`config.mk`:
```
export PLATFORM = sky130hd
export DESIGN_NAME = uart_rcvr
export DESIGN_NICKNAME = d
export VERILOG_FILES = /design/src/rtl/uart_pkg.sv /design/src/rtl/uart_sync2.sv /design/src/rtl/uart_rcvr.sv
export SDC_FILE = /design/constraint.sdc
export NUM_CORES = 1
export LEC_CHECK = 0
export CAP_MARGIN = 40
export CORE_ASPECT_RATIO = 0.7
export CORE_MARGIN = 4
export CORE_UTILIZATION = 60
export DETAILED_ROUTE_END_ITERATION = 8
export GPL_TIMING_DRIVEN = 1
export PLACE_DENSITY = 0.84
export SYNTH_ARGS = -nofsm -noshare
export SYNTH_HDL_FRONTEND = slang
export SYNTH_SLANG_ARGS = --single-unit
```
`constraint.sdc`:
```
create_clock -name clk -period 3.71 [get_ports clk]
set_clock_uncertainty 0.15 [all_clocks]
set_input_delay 0.742 -clock clk [delete_from_list [all_inputs] [get_ports clk]]
set_output_delay 0.742 -clock clk [all_outputs]
set_load 0.05 [all_outputs]
```
`src/rtl/uart_pkg.sv`:
```
// Shared UART definitions: receiver FSM states and the frame format encodings used by
// both uart_tnsm and uart_rcvr.
package uart_pkg;

    typedef enum logic [2:0] {
        STATE_RCVR_IDLE,
        START,
        DATA,
        PARITY,
        STOP1,
        STOP2
    } rcvr_state_t;

    typedef enum logic [1:0] {
        FRAME_5,
        FRAME_6,
        FRAME_7,
        FRAME_8
    } frame_t;

    typedef enum logic [1:0] {
        PARITY_NONE,
        PARITY_EVEN,
        PARITY_ODD,
        PARITY_NONE_ALT
    } parity_t;

    typedef enum logic {
        STOP_ONE,
        STOP_TWO
    } stop_t;

    function automatic logic parity_enabled(logic [1:0] ptype);
        return (ptype == PARITY_EVEN) || (ptype == PARITY_ODD);
    endfunction

    // Index of the final data bit for a given frame_type (5..8 bits).
    function automatic logic [2:0] last_index(logic [1:0] ftype);
        return 3'd4 + {1'b0, ftype};
    endfunction

endpackage

```
`src/rtl/uart_sync2.sv`:
```
// Two-flop synchroniser for a single asynchronous input, with a configurable reset level.
module uart_sync2 #(
    parameter logic RST_VAL = 1'b1
) (
    input  logic clk,
    input  logic arst_n,
    input  logic d,
    output logic q
);

    logic meta;

    always_ff @(posedge clk or negedge arst_n) begin
        if (!arst_n) begin
            meta <= RST_VAL;
            q    <= RST_VAL;
        end else begin
            meta <= d;
            q    <= meta;
        end
    end

endmodule

```
`src/rtl/uart_rcvr.sv`:
```
// UART receiver: oversamples the synchronised rx line, centre-samples each bit and reports
// the word with a one-cycle done strobe plus parity and framing error flags.
module uart_rcvr
    import uart_pkg::*;
#(
    parameter int unsigned OVERSAMPLE = 16
) (
    input  logic       clk,
    input  logic       arst_n,
    input  logic       active,
    input  logic       rcvr_clk_en,
    input  logic       rcvr_clr,
    input  logic       rx,
    input  logic [1:0] frame_type,
    input  logic [1:0] parity_type,
    input  logic       stop_type,
    output logic [7:0] data,
    output logic       done,
    output logic       parity_err,
    output logic       frame_err,
    output logic       busy
);

    localparam int unsigned CW = $clog2(OVERSAMPLE);
    localparam logic [CW-1:0] CNT_HALF = CW'(OVERSAMPLE / 2 - 1);
    localparam logic [CW-1:0] CNT_LAST = CW'(OVERSAMPLE - 1);

    rcvr_state_t   state_q, state_d;
    logic [CW-1:0] cnt_q, cnt_d;
    logic [2:0]    idx_q, idx_d;
    logic [7:0]    shift_q, shift_d;
    logic [1:0]    cfg_frame_q, cfg_frame_d;
    logic [1:0]    cfg_parity_q, cfg_parity_d;
    logic          cfg_stop_q, cfg_stop_d;
    logic          perr_acc_q, perr_acc_d;
    logic          ferr_acc_q, ferr_acc_d;
    logic          armed_q, armed_d;
    logic [7:0]    data_q, data_d;
    logic          perr_q, perr_d;
    logic          ferr_q, ferr_d;
    logic          done_q, done_d;
    logic          rx_s;
    logic          finish;
    logic          ferr_fin;

    uart_sync2 #(
        .RST_VAL(1'b1)
    ) u_sync (
        .clk   (clk),
        .arst_n(arst_n),
        .d     (rx),
        .q     (rx_s)
    );

    always_comb begin
        state_d      = state_q;
        cnt_d        = cnt_q;
        idx_d        = idx_q;
        shift_d      = shift_q;
        cfg_frame_d  = cfg_frame_q;
        cfg_parity_d = cfg_parity_q;
        cfg_stop_d   = cfg_stop_q;
        perr_acc_d   = perr_acc_q;
        ferr_acc_d   = ferr_acc_q;
        armed_d      = armed_q;
        data_d       = data_q;
        perr_d       = perr_q;
        ferr_d       = ferr_q;
        done_d       = 1'b0;
        finish       = 1'b0;
        ferr_fin     = 1'b0;

        if (rcvr_clr || !active) begin
            state_d = STATE_RCVR_IDLE;
            cnt_d   = '0;
            if (rcvr_clr) begin
                data_d = '0;
                perr_d = 1'b0;
                ferr_d = 1'b0;
            end
        end else if (rcvr_clk_en) begin
            case (state_q)
                STATE_RCVR_IDLE: begin
                    if (rx_s) begin
                        armed_d = 1'b1;
                    end else if (armed_q) begin
                        state_d = START;
                        cnt_d   = '0;
                    end
                end
                START: begin
                    if (cnt_q == CNT_HALF) begin
                        cnt_d = '0;
                        if (!rx_s) begin
                            state_d      = DATA;
                            idx_d        = '0;
                            shift_d      = '0;
                            perr_acc_d   = 1'b0;
                            ferr_acc_d   = 1'b0;
                            cfg_frame_d  = frame_type;
                            cfg_parity_d = parity_type;
                            cfg_stop_d   = stop_type;
                        end else begin
                            state_d = STATE_RCVR_IDLE;
                        end
                    end else begin
                        cnt_d = cnt_q + 1'b1;
                    end
                end
                DATA: begin
                    if (cnt_q == CNT_LAST) begin
                        cnt_d          = '0;
                        shift_d[idx_q] = rx_s;
                        if (idx_q == last_index(cfg_frame_q)) begin
                            state_d = parity_enabled(cfg_parity_q) ? PARITY : STOP1;
                        end else begin
                            idx_d = idx_q + 1'b1;
                        end
                    end else begin
                        cnt_d = cnt_q + 1'b1;
                    end
                end
                PARITY: begin
                    if (cnt_q == CNT_LAST) begin
                        cnt_d   = '0;
                        state_d = STOP1;
                        // shift_q holds zeros above the frame width, so a full XOR is exact.
                        perr_acc_d = (^shift_q ^ rx_s) ^ (cfg_parity_q == PARITY_ODD);
                    end else begin
                        cnt_d = cnt_q + 1'b1;
                    end
                end
                STOP1: begin
                    if (cnt_q == CNT_LAST) begin
                        cnt_d      = '0;
                        ferr_acc_d = !rx_s;
                        if (cfg_stop_q == STOP_TWO) begin
                            state_d = STOP2;
                        end else begin
                            finish   = 1'b1;
                            ferr_fin = !rx_s;
                        end
                    end else begin
                        cnt_d = cnt_q + 1'b1;
                    end
                end
                STOP2: begin
                    if (cnt_q == CNT_LAST) begin
                        cnt_d    = '0;
                        finish   = 1'b1;
                        ferr_fin = ferr_acc_q | !rx_s;
                    end else begin
                        cnt_d = cnt_q + 1'b1;
                    end
                end
                default: begin
                    state_d = STATE_RCVR_IDLE;
                    cnt_d   = '0;
                end
            endcase

            // A low final stop sample means a break may be in progress: stay disarmed.
            if (finish) begin
                state_d = STATE_RCVR_IDLE;
                data_d  = shift_q;
                perr_d  = perr_acc_q;
                ferr_d  = ferr_fin;
                done_d  = 1'b1;
                armed_d = rx_s;
            end
        end
    end

    always_ff @(posedge clk or negedge arst_n) begin
        if (!arst_n) begin
            state_q      <= STATE_RCVR_IDLE;
            cnt_q        <= '0;
            idx_q        <= '0;
            shift_q      <= '0;
            cfg_frame_q  <= '0;
            cfg_parity_q <= '0;
            cfg_stop_q   <= 1'b0;
            perr_acc_q   <= 1'b0;
            ferr_acc_q   <= 1'b0;
            armed_q      <= 1'b0;
            data_q       <= '0;
            perr_q       <= 1'b0;
            ferr_q       <= 1'b0;
            done_q       <= 1'b0;
        end else begin
            state_q      <= state_d;
            cnt_q        <= cnt_d;
            idx_q        <= idx_d;
            shift_q      <= shift_d;
            cfg_frame_q  <= cfg_frame_d;
            cfg_parity_q <= cfg_parity_d;
            cfg_stop_q   <= cfg_stop_d;
            perr_acc_q   <= perr_acc_d;
            ferr_acc_q   <= ferr_acc_d;
            armed_q      <= armed_d;
            data_q       <= data_d;
            perr_q       <= perr_d;
            ferr_q       <= ferr_d;
            done_q       <= done_d;
        end
    end

    assign data       = data_q;
    assign parity_err = perr_q;
    assign frame_err  = ferr_q;
    assign done       = done_q & active;
    assign busy       = (state_q != STATE_RCVR_IDLE);

endmodule

```
## After elaboration in Yosys (flattened, before gate mapping)

Index checks and enable logic that the tools add are counted.

| operators by class | value |
|---|---|
| add/subtract/negate cells | 3 |
| order comparisons | 2 |
| equality and inequality tests | 28 |
| mux-type cells | 66 |
| bitwise operators | 6 |
| reduce and logical (&&, ||, !) cells | 25 |

Operators with widths:

| cell | number |
|---|---|
| 2-to-1 mux 8 bit | 7 |
| 2-to-1 mux 3 bit | 16 |
| != test 4 bit, second input constant | 8 |
| 2-to-1 mux 1 bit | 26 |
| 2-to-1 mux 4 bit | 6 |
| case mux 3 bit (6 select lines) | 1 |
| AND reduction 6 bit | 3 |
| case mux 8 bit (2 select lines) | 1 |
| != test 2 bit, second input constant | 7 |
| nonzero test 2 bit | 7 |
| case mux 4 bit (3 select lines) | 1 |
| AND reduction 10 bit | 1 |
| != test 3 bit, second input constant | 3 |
| bitwise mux 8 bit | 1 |
| case mux 1 bit (2 select lines) | 4 |
| XOR reduction 8 bit | 1 |
| AND reduction 7 bit | 1 |
| equality test 3 x 2 -> 1 bit, second input constant | 2 |
| equality test 3 bit, second input constant | 2 |
| case mux 3 bit (2 select lines) | 1 |
| AND reduction 3 bit | 2 |
| AND reduction 5 bit | 1 |
| adder 4 x 1 -> 4 bit, second input constant | 1 |
| equality test 4 x 3 -> 1 bit, second input constant | 1 |
| 22 further kinds | 26 |

| word-level totals | value |
|---|---|
| register bits | 39 |
| bits of input ports | 11 |
| output and inout bits | 12 |
| word-level logic and storage cells | 146 |

## Longest topological paths before layout

| logic depth | value |
|---|---|
| word-level depth | 9 |
| depth in mapped cells | 9 |
| gate-level depth less buffers | 7 |

## Cells and area by module

From an unflattened synthesis, not the netlist that was laid out.

| unflattened totals | value |
|---|---|
| cells, all modules | 210 |
| area total of the unflattened synthesis | 2,180.8 µm² |

Modules (own cells, without submodules):

| module | instances | cells an instance | area each (µm²) | sequential area each (µm²) |
|---|---|---|---|---|
| uart_rcvr | 1 | 208 | 2,128.3 | 925.9 |
| uart_sync2 | 1 | 2 | 52.6 | 52.6 |

## Least setup slack after synthesis

No wires, ideal clock.

| path | value |
|---|---|
| path kind | input port to flip-flop |
| start point | in rcvr_clk_en |
| end point | reg shift_q[3] |
| setup time | 0.096 ns |
| arrival time | 1.995 ns |
| data required time | 3.464 ns |
| path slack | 1.469 ns |
| cell stages on the path | 7 |
| path buffers | 2 |
| cells stage by stage | buf_4 -> nand3b_1 -> nor2_1 -> nand2b_4 -> or3_1 -> buf_6 -> o31ai_1 |

| between the ends | value |
|---|---|
| word-level cells in the longest chain between the ends | 1 |

RTL lines:

| item | line | text |
|---|---|---|
| start: declaration | uart_rcvr.sv:11 | `input logic rcvr_clk_en,` |
| AND reduction 6 bit (no line) | n/a |  |
| end signal: assignment | uart_rcvr.sv:194 | `shift_q <= shift_d;` |
| end: declaration | uart_rcvr.sv:31 | `logic [7:0] shift_q, shift_d;` |

No other way between the ends.
A chain may end at the register's enable or synchronous reset.

## Worst setup path after layout

| path | value |
|---|---|
| start point | in active |
| end point | out done |

| between the ends | value |
|---|---|
| word-level cells in the longest chain between the ends | 1 |

RTL lines:

| item | line | text |
|---|---|---|
| start: declaration | uart_rcvr.sv:10 | `input logic active,` |
| AND 1 bit | uart_rcvr.sv:211 | `assign done = done_q & active;` |
| end: declaration | uart_rcvr.sv:18 | `output logic done,` |

No other way between the ends.

==> metrics.csv <==
stage,metric,value,unit
yosys,main combinational cell family by area after synthesis,compound AO/OA/AOI/OAI gates,
route,vias,1789,
pwr,standby leakage power,1.091,nW
cts,maximum buffer depth of the clock tree,2,
timing,endpoints failing hold,0,
yosys,synth warn,0,
timing,final worst setup slack,0.5896,ns
worst_setup_path,startpoint type of the worst setup path,input port,
finish,Area Growth Syn to Fin,16.50,%
worst_setup_path,launch point of the worst reg-to-reg path,cnt_q[0],
job,Maximum Capacitance Violations,0,
yosys,"Distinct cells, synth",51,
finish,"Non-Filler Cell Area, Final",2552,µm²
timing,setup_tns,0,ns
yosys,simple-gate share of the synthesized area,0.1822,
cts,CTS root buf,sky130_fd_sc_hd__clkbuf_8,
timing,fmax,320.5,MHz
placed_design,Final Wtd Congestion,0.8607,
die,Die H,58.56,µm
pwr,Internal,0.6841,mW
global_route,total congestion overflow after global routing,0,
pwr,Net Sw Frac,0.2220,
cts,clock tree from TritonCTS,built,
yosys,post-synthesis share of cell area spent on xor and xnor gates,0.04626,
worst_setup_path,launch point of the critical path,active,
worst_setup_path,CP max stage cell,sky130_fd_sc_hd__clkdlybuf4s50_1,
timing,"Min Clock Period, post-route",3.120,ns
hold_path,class of the worst hold path,input port to async pin,
worst_setup_path,classification of the worst setup path,input port to primary output,
global_route,maximum number of pins on one net before global-route repair,27,
worst_setup_path,arrival time reported for the critical path endpoint,2.23,ns
yosys,fraction of registers with async set/reset,1.000,
cts,clock latency on the worst-skew pair,0.29,ns
yosys,mux contribution to synthesized area,0.03084,
cts,post-CTS clock slew at the launch and capture registers of the worst setup and hold paths,0.07,ns
timing,setup violation total in the final timing report,0,
route,TritonRoute pass-1 iters,5,
yosys,number of synthesized flops with an enable pin,0,
route,drt initial violations,180,
worst_setup_path,critical-path cell list,"clkdlybuf4s50_1, and2_1, clkdlybuf4s50_1",
cts,clock sinks,39,
cts,buffers inserted by post-CTS timing repair,0,
finish,"leading cell type in the layout, fill and taps excluded",sky130_fd_sc_hd__dfrtp_1,
finish,number of fill cells,287,
worst_setup_path,Crit Path Max Fanout,5,
placed_design,total placed instance area,2435,µm²
worst_setup_path,type of element capturing the critical path,primary output,
die,floorplan row count,18,
die,I/O pin count,23,
yosys,Mapped Nets,236,
yosys,number of storage elements in the synthesis netlist,39,
yosys,dominant synthesized flop cell,sky130_fd_sc_hd__dfrtp_1,
timing,final period utilization,0.8411,
die,initial core utilization,0.6236,
cts,total CTS buffers,5,
pwr,clock network power share,0.413,
global_route,wire length of the first global-routing pass,8.073,mm
route,total detailed-routing wirelength,4.863,mm
timing,Slew HR,0.6024,
route,final antenna-violating net count,0,
finish,Final Net Count,254,
timing,tightest hold margin,0.2026,ns
worst_setup_path,crit path buf inv count,2,
cts,H-tree depth reported by CTS,2,
finish,number of antenna cells inserted,0,
yosys,proportion of synthesized chip area in sequential cells,0.4466,
placed_design,count of input and output buffers,22,
pwr,reported net switching power,0.1952,mW
finish,register area,978.4,µm²
cts,Resize count post-CTS,0,
die,Horiz. Die Dim,80.23,µm
finish,"leading cell types in the layout, fill and taps excluded","sky130_fd_sc_hd__dfrtp_1, sky130_fd_sc_hd__clkdlybuf4s50_1, sky130_fd_sc_hd__nand2_1",
worst_setup_path,Crit path top cell by count,sky130_fd_sc_hd__clkdlybuf4s50_1,
route,DRC viols,0,
pwr,sequential share of power,0.502,
die,area of the core,3513,µm²
pwr,combinational share of power,0.085,
worst_setup_path,largest incremental delay on the critical path,0.79,ns
route,per-cell via count in the routed design,6.169,
global_route,Total GRT Usage,0.2248,
global_route,vias in the first global route,1647,
die,die area,4698,µm²
timing,measured slew at the worst slew-check pin,0.5958,ns
pwr,worst voltage drop across the vdd grid,0.2369,mV
timing,RSZ-0062 raised after global routing,false,
status,result of the run,"finished, final reports clean",
route,routed len/inst,16.77,µm
placed_design,placement-stage worst setup slack,0.5926,ns
timing,number of pins exceeding their max-slew limit in the final report,0,
global_route,number of antenna violations at the first check in global routing,0,
yosys,"Avg Cell Area, Syn",9.913,µm²
worst_setup_path,family with the most delay on the worst path,buffers and inverters,
yosys,Synth Cell Area,2191,µm²
yosys,"post-synthesis share of cell area spent on full adders, half adders and majority gates",0.02284,
placed_design,HPWL after detailed placement,3.513,mm
cts,hold buffer count at CTS,0,
finish,share of final-layout standard cells stronger than drive strength 1,0.1250,
worst_setup_path,WP data required,2.82,ns
pwr,Power Density,344.5,nW/µm²
finish,area taken by multi-input logic gates,1121,µm²
yosys,instance count of the mapped netlist,221,
yosys,compound-gate portion of the synthesized area,0.2296,
through the flow:
| step | util | instances | power, mW |
|---|---|---|---|
| finish | 0.7265 | 290 | 0.8793 |
| global route | 0.7265 | 290 | 0.9166 |
| CTS | 0.7265 | 290 | 0.8889 |
| detailed placement | 0.6930 | 282 | 0.5241 |
| global placement | 0.6873 | 281 | 0.5188 |
| floorplan | - | 221 | 0.4909 |
state kept, by name, indices dropped and copies added, names as in the netlist:
register	flops
state_q	3
ferr_acc_q	1
u_sync.meta	1
perr_acc_q	1
cnt_q	4
cfg_frame_q	2
cfg_stop_q	1
done_q	1
cfg_parity_q	2
data	8
shift_q	8
armed_q	1
parity_err	1
frame_err	1
idx_q	3
u_sync.q	1
worst paths after layout:
| check | end | depth (start not counted) | slack, ns |
|---|---|---|---|
| max | done | 3 | 0.59 |
| min | cnt_q[1] | 1 | 0.20 |
| max reg2reg | shift_q[7] | 6 | 1.37 |
| min reg2reg | u_sync.q | 0 | 0.21 |
| max in group asynchronous | shift_q[5] | 2 | 2.76 |
| min in group clk | u_sync.q | 0 | 0.21 |
cell families (layout without fill, tap and decap cells):
| logic type | after synthesis | after routing |
|---|---|---|
| AO/OA/AOI/OAI | 70 | 70 |
| flip-flops | 39 | 39 |
| AND/OR/NAND/NOR | 72 | 72 |
| buffers and inverters | 20 | 39 |
| adder cells (fa/ha/maj) | 4 | 4 |
| XOR/XNOR | 10 | 10 |
| multiplexers | 6 | 6 |
metal layers:
| metal | wire length [µm] | vias to the layer above | track usage |
|---|---|---|---|
| met4 | 31 | 0 | 0.05060 |
| met1 | 2349 | 858 | 0.3426 |
| li1 | - | 851 | - |
| met3 | 391 | 4 | 0.05505 |
| met5 | 0 | - | 0 |
| met2 | 2090 | 76 | 0.3255 |
layout make-up:
class | instances | area share
inverter | 6 | 0.008824
tap | 50 | 0.02451
timing repair buffer | 25 | 0.09804
clock inverter | 2 | 0.01373
sequential | 39 | 0.3833
multi-input combinational | 162 | 0.4392
clock buffer | 6 | 0.03235
power groups by stage:
stage	logic, mW	registers, mW	clock network, mW
finish	0.0748	0.442	0.363
global route	0.0824	0.443	0.392
CTS	0.0754	0.441	0.372
detailed placement	0.0746	0.450	0
global placement	0.0695	0.449	0
floorplan	0.0462	0.445	0
cells in the mapped netlist, drive strengths merged (7+ instances only):
| library cell | instances | area share |
|---|---|---|
| clkbuf | 8 | 0.014 |
| dfrtp | 37 | 0.42 |
| a22o | 12 | 0.048 |
| nand2 | 18 | 0.031 |
| a21oi | 11 | 0.025 |
| o21ai | 20 | 0.046 |
| nor2 | 13 | 0.023 |
| xnor2 | 8 | 0.032 |
| nand3 | 7 | 0.016 |
Note: power is estimated with default switching activity, not from simulation.
